## config.mk

```make
export PLATFORM = sky130hd
export DESIGN_NAME = player_char
export DESIGN_NICKNAME = d
export VERILOG_FILES = /design/src/rtl/player_char.sv
export SDC_FILE = /design/constraint.sdc
export NUM_CORES = 1
export LEC_CHECK = 0
export CORE_MARGIN = 4
export CORE_UTILIZATION = 51
export DETAILED_ROUTE_END_ITERATION = 7
export HOLD_SLACK_MARGIN = 0.03
export PLACE_DENSITY = 0.77
export SLEW_MARGIN = 20
export SYNTH_ARGS = -nofsm -noshare
export SYNTH_HDL_FRONTEND = slang
export SYNTH_SLANG_ARGS = --single-unit
export TNS_END_PERCENT = 1
```

## constraint.sdc

```tcl
create_clock -name clock -period 2.46 [get_ports clock]
set_input_delay 0.492 -clock clock [delete_from_list [all_inputs] [get_ports clock]]
set_output_delay 0.492 -clock clock [all_outputs]
set_load 0.005 [all_outputs]
```

## src/rtl/player_char.sv

```systemverilog
// player_char: player-character engine for the map/VGA pipeline.
//
// Holds the character position, facing, registered command, hit points and
// invincibility timer, and during the draw phase raster-scans the walk or
// attack sprite, issuing sprite-sheet addresses and the matching screen
// coordinates delayed to line up with the sprite memory's colour output.
//
// Ports
//   clock, reset                  system clock, synchronous active-high reset
//   c_attack..c_right             user commands, sampled on reg_action
//   init                          restart: same effect as reset
//   reg_action                    latch the prioritised command into direction
//   apply_action                  advance the speed divider, move on its wrap
//   draw                          scan the sprite while high
//   collision[0]                  movement blocked
//   collision[3:1]                damage sources
//   x_pos, y_pos                  character top-left position
//   direction                     0 none, 1 attack, 2 up, 3 down, 4 left, 5 right
//   facing                        last movement direction (2..5)
//   sprite_x, sprite_y            sprite-sheet address to external memory
//   x_draw, y_draw, pixel_valid   screen pixel, aligned with memory colour
//   draw_done                     frame finished, held while draw stays high
//   hp, invincible, dead          health state
module player_char #(
  parameter int TILE      = 16,
  parameter int X_W       = 9,
  parameter int Y_W       = 8,
  parameter int SPEED_DIV = 16,
  parameter int STEP      = 1,
  parameter int X_MIN     = 0,
  parameter int X_MAX     = 304,
  parameter int Y_MIN     = 0,
  parameter int Y_MAX     = 224,
  parameter int START_X   = 1,
  parameter int START_Y   = 96,
  parameter int HP_MAX    = 6,
  parameter int INV_TICKS = 15,
  parameter int MEM_LAT   = 1
) (
  input  logic                      clock,
  input  logic                      reset,
  input  logic                      c_attack,
  input  logic                      c_up,
  input  logic                      c_down,
  input  logic                      c_left,
  input  logic                      c_right,
  input  logic                      init,
  input  logic                      reg_action,
  input  logic                      apply_action,
  input  logic                      draw,
  input  logic [3:0]                collision,
  output logic [X_W-1:0]            x_pos,
  output logic [Y_W-1:0]            y_pos,
  output logic [2:0]                direction,
  output logic [2:0]                facing,
  output logic [$clog2(4*TILE)-1:0] sprite_x,
  output logic [$clog2(4*TILE)-1:0] sprite_y,
  output logic [X_W-1:0]            x_draw,
  output logic [Y_W-1:0]            y_draw,
  output logic                      pixel_valid,
  output logic                      draw_done,
  output logic [2:0]                hp,
  output logic                      invincible,
  output logic                      dead
);

  localparam int SW   = $clog2(4*TILE);
  localparam int TB   = $clog2(TILE);
  localparam int PW   = TB + 1;
  localparam int AC_W = (SPEED_DIV > 1) ? $clog2(SPEED_DIV) : 1;

  localparam logic [2:0] D_NONE  = 3'd0;
  localparam logic [2:0] D_ATK   = 3'd1;
  localparam logic [2:0] D_UP    = 3'd2;
  localparam logic [2:0] D_DOWN  = 3'd3;
  localparam logic [2:0] D_LEFT  = 3'd4;
  localparam logic [2:0] D_RIGHT = 3'd5;

  localparam logic [X_W:0] LX_MIN  = (X_W+1)'(X_MIN);
  localparam logic [X_W:0] LX_MAX  = (X_W+1)'(X_MAX);
  localparam logic [X_W:0] LX_STEP = (X_W+1)'(STEP);
  localparam logic [Y_W:0] LY_MIN  = (Y_W+1)'(Y_MIN);
  localparam logic [Y_W:0] LY_MAX  = (Y_W+1)'(Y_MAX);
  localparam logic [Y_W:0] LY_STEP = (Y_W+1)'(STEP);

  // ---------------------------------------------------------------- state
  logic [X_W-1:0]  r_x;
  logic [Y_W-1:0]  r_y;
  logic [2:0]      r_dir;
  logic [2:0]      r_facing;
  logic [2:0]      r_hp;
  logic [3:0]      r_inv;
  logic [AC_W-1:0] r_apply;

  logic [2:0]      w_dir_cmd;
  logic            w_tick;
  logic [AC_W-1:0] w_apply_nxt;
  logic            w_dead;
  logic            w_hit;
  logic [X_W:0]    w_x_inc;
  logic [X_W-1:0]  w_x_dec;
  logic [Y_W:0]    w_y_inc;
  logic [Y_W-1:0]  w_y_dec;
  logic [X_W-1:0]  w_x_nxt;
  logic [Y_W-1:0]  w_y_nxt;

  always_comb begin
    if (c_attack)     w_dir_cmd = D_ATK;
    else if (c_up)    w_dir_cmd = D_UP;
    else if (c_down)  w_dir_cmd = D_DOWN;
    else if (c_left)  w_dir_cmd = D_LEFT;
    else if (c_right) w_dir_cmd = D_RIGHT;
    else              w_dir_cmd = D_NONE;
  end

  // A move tick is the apply pulse that finds the divider at zero.
  assign w_tick      = apply_action && (r_apply == '0);
  assign w_apply_nxt = (r_apply == AC_W'(SPEED_DIV-1)) ? '0 : r_apply + 1'b1;
  assign w_dead      = (r_hp == 3'd0);
  assign w_hit       = (|collision[3:1]) && (r_inv == 4'd0) && !w_dead;

  // Increments are computed one bit wider so overflow past the top of the
  // coordinate space clamps instead of wrapping; decrements are guarded by
  // the compare against MIN+STEP before use.
  assign w_x_inc = {1'b0, r_x} + LX_STEP;
  assign w_x_dec = r_x - X_W'(STEP);
  assign w_y_inc = {1'b0, r_y} + LY_STEP;
  assign w_y_dec = r_y - Y_W'(STEP);

  always_comb begin
    w_x_nxt = r_x;
    w_y_nxt = r_y;
    case (r_dir)
      D_UP:    w_y_nxt = ({1'b0, r_y} >= LY_MIN + LY_STEP) ? w_y_dec : LY_MIN[Y_W-1:0];
      D_DOWN:  w_y_nxt = (w_y_inc <= LY_MAX) ? w_y_inc[Y_W-1:0] : LY_MAX[Y_W-1:0];
      D_LEFT:  w_x_nxt = ({1'b0, r_x} >= LX_MIN + LX_STEP) ? w_x_dec : LX_MIN[X_W-1:0];
      D_RIGHT: w_x_nxt = (w_x_inc <= LX_MAX) ? w_x_inc[X_W-1:0] : LX_MAX[X_W-1:0];
      default: ;
    endcase
  end

  always_ff @(posedge clock) begin
    if (reset || init) begin
      r_x      <= X_W'(START_X);
      r_y      <= Y_W'(START_Y);
      r_dir    <= D_NONE;
      r_facing <= D_DOWN;
      r_hp     <= 3'(HP_MAX);
      r_inv    <= 4'd0;
      r_apply  <= '0;
    end else begin
      if (reg_action)   r_dir   <= w_dir_cmd;
      if (apply_action) r_apply <= w_apply_nxt;
      if (w_tick && (r_dir >= D_UP) && (r_dir <= D_RIGHT)) begin
        r_facing <= r_dir;
        if (!collision[0] && !w_dead) begin
          r_x <= w_x_nxt;
          r_y <= w_y_nxt;
        end
      end
      // A hit needs the timer at zero, so it never coincides with a decrement.
      if (w_hit) begin
        r_hp  <= r_hp - 3'd1;
        r_inv <= 4'(INV_TICKS);
      end else if (w_tick && (r_inv != 4'd0)) begin
        r_inv <= r_inv - 4'd1;
      end
    end
  end

  // ---------------------------------------------------------------- draw scan
  logic          r_in_frame;
  logic          r_atk;
  logic          r_all;
  logic          r_done;
  logic [PW-1:0] r_px;
  logic [PW-1:0] r_py;

  logic          w_atk;
  logic          w_horiz;
  logic [PW-1:0] w_px_last;
  logic [PW-1:0] w_py_last;
  logic          w_end_row;
  logic          w_end_frame;
  logic [1:0]    w_col;
  logic [1:0]    w_row;
  logic [SW-1:0] w_sx;
  logic [SW-1:0] w_sy;
  logic [X_W-1:0] w_ox;
  logic [Y_W-1:0] w_oy;
  logic [X_W-1:0] w_dx;
  logic [Y_W-1:0] w_dy;

  // On the first draw cycle the mode comes straight from direction; after
  // that the latched copy keeps the frame shape stable.
  assign w_atk       = r_in_frame ? r_atk : (r_dir == D_ATK);
  assign w_horiz     = (r_facing == D_LEFT) || (r_facing == D_RIGHT);
  assign w_px_last   = (w_atk && w_horiz)  ? PW'(2*TILE-1) : PW'(TILE-1);
  assign w_py_last   = (w_atk && !w_horiz) ? PW'(2*TILE-1) : PW'(TILE-1);
  assign w_end_row   = (r_px == w_px_last);
  assign w_end_frame = w_end_row && (r_py == w_py_last);

  always_comb begin
    w_col = 2'd0;
    w_row = 2'd0;
    if (w_atk) begin
      case (r_facing)
        D_LEFT:  begin w_col = 2'd1; w_row = 2'd1; end
        D_UP:    begin w_col = 2'd3; w_row = 2'd1; end
        D_RIGHT: begin w_col = 2'd1; w_row = 2'd2; end
        default: begin w_col = 2'd0; w_row = 2'd1; end
      endcase
    end else begin
      case (r_facing)
        D_LEFT:  w_col = 2'd1;
        D_UP:    w_col = 2'd2;
        D_RIGHT: w_col = 2'd3;
        default: w_col = 2'd0;
      endcase
      w_row = (r_inv != 4'd0) ? 2'd3 : 2'd0;
    end
  end

  assign w_sx = {w_col, {TB{1'b0}}} + SW'(r_px);
  assign w_sy = {w_row, {TB{1'b0}}} + SW'(r_py);
  assign w_ox = (w_atk && (r_facing == D_LEFT)) ? r_x - X_W'(TILE) : r_x;
  assign w_oy = (w_atk && (r_facing == D_UP))   ? r_y - Y_W'(TILE) : r_y;
  assign w_dx = w_ox + X_W'(r_px);
  assign w_dy = w_oy + Y_W'(r_py);

  logic [SW-1:0]  r_sx_p0;
  logic [SW-1:0]  r_sy_p0;
  logic           r_vld_p  [0:MEM_LAT];
  logic           r_last_p [0:MEM_LAT];
  logic [X_W-1:0] r_xd_p   [0:MEM_LAT];
  logic [Y_W-1:0] r_yd_p   [0:MEM_LAT];

  always_ff @(posedge clock) begin
    if (reset || init) begin
      r_in_frame <= 1'b0;
      r_atk      <= 1'b0;
      r_all      <= 1'b0;
      r_done     <= 1'b0;
      r_px       <= '0;
      r_py       <= '0;
      r_sx_p0    <= '0;
      r_sy_p0    <= '0;
      for (int i = 0; i <= MEM_LAT; i++) begin
        r_vld_p[i]  <= 1'b0;
        r_last_p[i] <= 1'b0;
        r_xd_p[i]   <= '0;
        r_yd_p[i]   <= '0;
      end
    end else if (!draw) begin
      r_in_frame <= 1'b0;
      r_all      <= 1'b0;
      r_done     <= 1'b0;
      r_px       <= '0;
      r_py       <= '0;
      for (int i = 0; i <= MEM_LAT; i++) begin
        r_vld_p[i]  <= 1'b0;
        r_last_p[i] <= 1'b0;
      end
    end else begin
      r_in_frame <= 1'b1;
      if (!r_in_frame) r_atk <= (r_dir == D_ATK);
      r_done <= r_done | (r_vld_p[MEM_LAT] & r_last_p[MEM_LAT]);
      // p0: sprite address goes out to memory, screen coordinate enters the
      // delay line alongside it
      r_vld_p[0]  <= !r_all;
      r_last_p[0] <= !r_all && w_end_frame;
      if (!r_all) begin
        r_sx_p0   <= w_sx;
        r_sy_p0   <= w_sy;
        r_xd_p[0] <= w_dx;
        r_yd_p[0] <= w_dy;
        if (w_end_frame) begin
          r_all <= 1'b1;
        end else if (w_end_row) begin
          r_px <= '0;
          r_py <= r_py + 1'b1;
        end else begin
          r_px <= r_px + 1'b1;
        end
      end
      // p1..pMEM_LAT: match the memory read latency
      for (int i = 1; i <= MEM_LAT; i++) begin
        r_vld_p[i]  <= r_vld_p[i-1];
        r_last_p[i] <= r_last_p[i-1];
        r_xd_p[i]   <= r_xd_p[i-1];
        r_yd_p[i]   <= r_yd_p[i-1];
      end
    end
  end

  assign x_pos       = r_x;
  assign y_pos       = r_y;
  assign direction   = r_dir;
  assign facing      = r_facing;
  assign hp          = r_hp;
  assign invincible  = (r_inv != 4'd0);
  assign dead        = w_dead;
  assign sprite_x    = r_sx_p0;
  assign sprite_y    = r_sy_p0;
  assign x_draw      = r_xd_p[MEM_LAT];
  assign y_draw      = r_yd_p[MEM_LAT];
  assign pixel_valid = r_vld_p[MEM_LAT];
  assign draw_done   = r_done;

endmodule

```

==> results.sh, run 1 <==
export IMPL_status="finished, violations left"
export IMPL_violations="negative setup slack"
export IMPL_post_synth_top_area_fraction_pct=20.6
export IMPL_grt_pass1_vias=5001
export IMPL_grt_usage_pct=22.3
export IMPL_synth_edf_count=38
export IMPL_cts_made_buffers=9
export IMPL_drc_errors=0
export IMPL_io_pins=74
export IMPL_critPathMaxFanout=4
export IMPL_dieArea_um2=13200
export IMPL_cp_required_ns=2.55
export IMPL_drv_cap=0
export IMPL_clk_pin_slew_ns=0.07
export IMPL_port_buffer_count=73
export IMPL_yosysWarnings=0
export IMPL_grt_max_degree=37
export IMPL_dp_hpwl_um=10800
export IMPL_relSlewSlack_pct=44.0
export IMPL_hold_slack_ns=0.478
export IMPL_syn2layout_area_growth_pct=23.5
export IMPL_startpoint_type="flip-flop"
export IMPL_drtIter0Drc=381
export IMPL_design_area_um2=7220
export IMPL_vias=5188
export IMPL_die_y_um=115
export IMPL_gp_congestion=0.897
export IMPL_place_area_um2=6870
export IMPL_cts_htree_levels=3
export IMPL_multi_input_comb_area_um2=3180
export IMPL_drive_gt1_share_pct=11.8
export IMPL_drt_wl_total_um=14300
export IMPL_synth_distinct_cells=74
export IMPL_synth_area_per_cell_um2=8.92
export IMPL_reg2reg_from="direction[1]$_SDFFE_PP0P_"
export IMPL_ctsHoldBuffers=0
export IMPL_wire_per_inst_um=16.2
export IMPL_cts_sinks=98
export IMPL_nFillCells=937
export IMPL_grt_overflow_total=0
export IMPL_tightest_slew_ns=0.837
export IMPL_seq_area_um2=2340
export IMPL_ir_drop_uv=354
export IMPL_period_share_pct=100
export IMPL_rsz0062_at_grt="yes"
export IMPL_cts_root_buf="clkbuf_16"
export IMPL_synthTopCellsByArea="dfxtp_1, edfxtp_1, ha_1"
export IMPL_antennaDiodeCount=0
export IMPL_synth_area_um2=5840
export IMPL_clock_path_buffers=2
export IMPL_skew_ns=0.0143
export IMPL_crit_arrival_ns=2.57
export IMPL_finalSetupViolations=1
export IMPL_via_per_inst=5.87
export IMPL_leakage_nw=2.85
export IMPL_dr_pass1_iters=5
export IMPL_die_w_um=115
export IMPL_final_hold_violation_count=0
export IMPL_clk_latency_ns=0.35
export IMPL_place_inst=868
export IMPL_rows=38
export IMPL_layout_min_cycle_time_ns=2.47
export IMPL_nets=787
export IMPL_yosys_area_top_type="dfxtp_1"
export IMPL_report_final_slew_viol_count=0
export IMPL_initial_utilization_pct=52.9
export IMPL_critPathLaunch="direction[1]$_SDFFE_PP0P_"
export IMPL_ys_ff_latch=98
export IMPL_setup_tns_ns=-0.0118
export IMPL_hold_path_class="flip-flop to flip-flop"
export IMPL_grt_pass1_wl_um=23800
export IMPL_holdCritStartpoint="draw_done$_SDFF_PN0_"
export IMPL_synth_async_reset_ratio_pct=0
export IMPL_synthCells=655
export IMPL_crit_type="flip-flop to flip-flop"
export IMPL_setup_worst_path_end_class="flip-flop"
export IMPL_ant_nets=0
export IMPL_yosysSeqAreaShare_pct=40.1
export IMPL_p_per_area_nw_per_um2=494
export IMPL_clock_fmax_mhz=405
export IMPL_worst_slack_ns=-0.0118
export IMPL_synth_ff_type="dfxtp_1"
export IMPL_core_um2=11000
export IMPL_finalNonFillerCells=884
export IMPL_antenna_found_initial=0
export IMPL_cts_tree="built"
==> through the flow <==
stage / utilization [%] / power (mW) / worst slack [ns]
global route: 65.4 / 3.71 / -0.0793
CTS: 65.0 / 3.59 / -0.0208
finish: 65.4 / 3.56 / -0.0118
global placement: 62.2 / 2.15 / -0.123
floorplan: - / 2.02 / -0.130
detailed placement: 62.2 / 2.16 / -0.156
==> path summary, 6_finish.rpt <==
path	to	slack [ns]	depth (start not counted)
worst min register to register	draw_done$_SDFF_PN0_	0.48	2
worst min-delay path	draw_done$_SDFF_PN0_	0.48	2
worst max register to register	r_xd_p[0][6]$_SDFFCE_PN0P_	-0.01	8
worst max-delay path	r_xd_p[0][6]$_SDFFCE_PN0P_	-0.01	8
==> registers in the layout, indices dropped and copies added (netlist names), 2 cells and up <==
name	cells
sprite_x	6
facing	3
r_px	5
r_apply	4
r_yd_p	16
r_xd_p	18
r_py	5
y_pos	8
r_vld_p	2
hp	3
direction	3
x_pos	9
r_last_p	2
sprite_y	6
r_inv	4
==> synth_stat cells, types with 23 or more instances <==
cell / instances
dfxtp_1: 60
nor2_1: 58
a21oi_1: 45
nand2_1: 44
edfxtp_1: 38
inv_1: 33
ha_1: 31
clkbuf_1: 30
nor3_1: 30
o21ai_0: 29
and3_1: 23
xnor2_1: 23
==> layout by cell type, fill, tap and decap left out, drive strengths merged, types with 5 or more instances in the layout <==
master         count
mux2i              9
clkbuf            12
o21ai             32
a22o              12
or3                7
edfxtp            38
a211oi             5
buf               48
nor2b              6
nor4               7
nand2             44
a31oi             10
ha                31
nor3b              5
and2               6
o211ai             7
or4                6
dfxtp             60
clkdlybuf4s50     73
nand3             22
and3              23
nor2              58
inv               34
a21oi             45
xnor2             23
nand4              7
nor3              30
==> critical path: stages, from the launching register on <==
cell      delay [ns]
dfxtp_2         0.32
or4b_4          0.58
a211oi_4        0.25
xnor2_1         0.09
ha_1            0.35
a21oi_4         0.08
o211a_1         0.23
nor3_1          0.23
nor3b_2         0.07
==> kinds of logic after synthesis <==
family | synth area share, %
and+or+nand+nor | 21.6
AOI/OAI and AO/OA | 18.7
DFF | 40.1
buffers and inverters | 6.75
adders and majority gates | 7.33
xor gates and xnor gates | 3.75
muxes | 1.74
other | 0.0642
==> repair_timing <==
item	4_1_cts	5_1_grt
pin swaps	1	3
gates resized for setup	1	13
endpoints found under the setup margin	3	9
gates cloned	0	0
buffers inserted	0	0
endpoints found under the hold margin	0	0
==> power breakdown <==
group	switching (mW)	internal, mW	total [mW]
Sequential	0.0303	1.74	1.77
Clock	0.603	0.821	1.42
Combinational	0.195	0.179	0.375
Total	0.828	2.73	3.56
==> metal layers <==
metal,vias up,global-route usage [%],part of all wire (%)
met1,2451,29.3,45
met3,18,4.00,5.5
met5,-,0,0
met2,172,36.8,47
li1,2547,-,-
met4,0,8.69,1.6
==> final cells by class <==
cell class / instances / area share (%)
well taps: 140 / 2.43
clock buffers: 12 / 3.42
clock inverters: 4 / 0.728
multi-input cells: 475 / 44.1
repair buffers: 121 / 15.1
flip-flops and latches: 98 / 32.5
inverters: 34 / 1.77
Note: power is estimated with default switching activity, not from simulation.
==> run 2: changes to the inputs <==
--- a/config.mk
+++ b/config.mk
@@ -8,6 +8,7 @@
 export CORE_MARGIN = 4
 export CORE_UTILIZATION = 51
 export DETAILED_ROUTE_END_ITERATION = 7
+export GPL_ROUTABILITY_DRIVEN = 0
 export HOLD_SLACK_MARGIN = 0.03
 export PLACE_DENSITY = 0.77
 export SLEW_MARGIN = 20
==> results.sh, run 2 (synthesis results as in run 1) <==
export IMPL_p_seq_share_pct=50.0
export IMPL_cts_sinks=98
export IMPL_grt_pass1_vias=4960
export IMPL_antenna_found_initial=0
export IMPL_setup_tns_ns=-0.00774
export IMPL_setup_worst_path_end_class="flip-flop"
export IMPL_syn2layout_area_growth_pct=22.6
export IMPL_p_clk_share_pct=39.3
export IMPL_clk_latency_ns=0.34
export IMPL_violations="negative setup slack"
export IMPL_crit_type="flip-flop to flip-flop"
export IMPL_nets=780
export IMPL_cts_made_buffers=9
export IMPL_largest_reg_flops=18
export IMPL_startpoint_type="flip-flop"
export IMPL_cts_tree="built"
export IMPL_drv_cap=0
export IMPL_drc_errors=0
export IMPL_io_pins=74
export IMPL_report_final_slew_viol_count=0
export IMPL_skew_ns=0.00904
export IMPL_antennaDiodeCount=0
export IMPL_grt_max_degree=37
export IMPL_regMostFlops="r_xd_p"
export IMPL_crit_arrival_ns=2.55
export IMPL_cp_required_ns=2.54
export IMPL_hold_path_class="flip-flop to flip-flop"
export IMPL_final_util_pct=64.9
export IMPL_initial_utilization_pct=52.9
export IMPL_relSlewSlack_pct=39.8
export IMPL_leakage_nw=2.81
export IMPL_ant_nets=0
export IMPL_finalSetupViolations=1
export IMPL_via_per_inst=5.94
export IMPL_dr_pass1_iters=5
export IMPL_clock_path_buffers=2
export IMPL_wire_per_inst_um=16.4
export IMPL_final_hold_violation_count=0
export IMPL_worst_slack_ns=-0.00774
export IMPL_core_um2=11000
export IMPL_grt_overflow_total=0
export IMPL_clock_fmax_mhz=405
export IMPL_ctsHoldBuffers=0
export IMPL_dp_hpwl_um=10400
export IMPL_p_int_mw=2.65
export IMPL_rsz0062_at_grt="yes"
export IMPL_slowest_stage="or4b_4"
export IMPL_holdCritStartpoint="draw_done$_SDFF_PN0_"
export IMPL_critPathLaunch="direction[1]$_SDFFE_PP0P_"
export IMPL_cts_htree_levels=3
export IMPL_grt_pass1_wl_um=23600
export IMPL_cts_root_buf="clkbuf_16"
export IMPL_p_per_area_nw_per_um2=493
export IMPL_drt_wl_total_um=14400
export IMPL_crit_chain="or4b_4, a211oi_4, xnor2_1, ha_1, a21oi_4, o211a_1, o21ai_1, nor3b_2"
export IMPL_critPathMaxFanout=4
export IMPL_sw_frac_of_total_pct=24.9
export IMPL_ir_drop_uv=319
export IMPL_critical_path_max_stage_delay_ns=0.58
export IMPL_dieArea_um2=13200
export IMPL_period_share_pct=100
export IMPL_grt_usage_pct=21.7
export IMPL_tightest_slew_ns=0.900
export IMPL_vias=5209
export IMPL_p_sw_mw=0.878
export IMPL_die_w_um=115
export IMPL_final_common_cell="clkdlybuf4s50_1"
export IMPL_port_buffer_count=73
export IMPL_status="finished, violations left"
export IMPL_reg2reg_from="direction[1]$_SDFFE_PP0P_"
export IMPL_post_cts_buffers=0
export IMPL_clk_pin_slew_ns=0.07
export IMPL_total_power_mw=3.53
export IMPL_drtIter0Drc=449
export IMPL_layout_min_cycle_time_ns=2.47
export IMPL_drive_gt1_share_pct=11.7
export IMPL_layout_common_cells="clkdlybuf4s50_1, dfxtp_1, nor2_1, nand2_1, a21oi_1"
export IMPL_die_y_um=115
export IMPL_combPwrFrac_pct=10.7
export IMPL_rows=38
run 2: stage by stage:
step                hold WS, ns  instances  cell area (um^2)  setup slack [ns]
finish                    0.470        877              7160          -0.00774
global route              0.503        877              7160           -0.0950
CTS                       0.476        877              7110           -0.0587
detailed placement        0.459        861              6810            -0.147
global placement          0.452        861              6810            -0.114
floorplan                 0.448        658              5860            -0.130
run 2: area by class of cell:
type,instances,area [um^2]
sequential,98,2340
tap,140,175
clock buffer,10,239
fill,931,3870
multi-input combinational,475,3180
inverter,34,128
timing repair buffer,114,1040
clock inverter,6,57.6
run 2: power groups by stage:
stage / registers, mW / clock network [mW] / logic, mW
2_1_floorplan: 1.79 / 0 / 0.222
3_3_place_gp: 1.80 / 0 / 0.346
3_5_place_dp: 1.80 / 0 / 0.362
4_1_cts: 1.76 / 1.40 / 0.369
5_1_grt: 1.77 / 1.48 / 0.412
6_report: 1.76 / 1.39 / 0.377
run 2: critical path, delay by kind of cell (launching register included):
| family | cells | cell delay (ns) |
|---|---|---|
| flip-flops | 1 | 0.32 |
| XOR/XNOR | 1 | 0.15 |
| AND/OR/NAND/NOR | 2 | 0.76 |
| adder cells (fa/ha/maj) | 1 | 0.29 |
| AO/OA/AOI/OAI | 4 | 0.70 |
run 2: worst paths after layout:
path / endpoint / slack, ns / cells after the start
hold reg to reg: draw_done$_SDFF_PN0_ / 0.47 / 2
setup reg to reg: r_xd_p[0][6]$_SDFFCE_PN0P_ / -0.008 / 8
hold / removal: draw_done$_SDFF_PN0_ / 0.47 / 2
setup / recovery: r_xd_p[0][6]$_SDFFCE_PN0P_ / -0.008 / 8
run 2: repair_timing:
action | 4_1_cts | 5_1_grt
hold endpoints to repair | 0 | 0
setup endpoints to repair | 2 | 18
pin swaps | 0 | 1
resized for setup | 0 | 14
run 2: routing by layer:
metal  up-vias  wire length (um)  track usage (%)
met5         -                 0                0
met4         0               222             6.34
met3        35               861             3.37
met2       230              6950             37.0
met1      2414              6320             28.7
li1       2530                 -                -
==> run 3: changes to the inputs <==
--- a/config.mk
+++ b/config.mk
@@ -8,7 +8,6 @@
 export CORE_MARGIN = 4
 export CORE_UTILIZATION = 51
 export DETAILED_ROUTE_END_ITERATION = 7
-export GPL_ROUTABILITY_DRIVEN = 0
 export HOLD_SLACK_MARGIN = 0.03
 export PLACE_DENSITY = 0.77
 export SLEW_MARGIN = 20
==> results of run 3 <==
No change in the layout: final DEF, timing and power equal those of run 1.
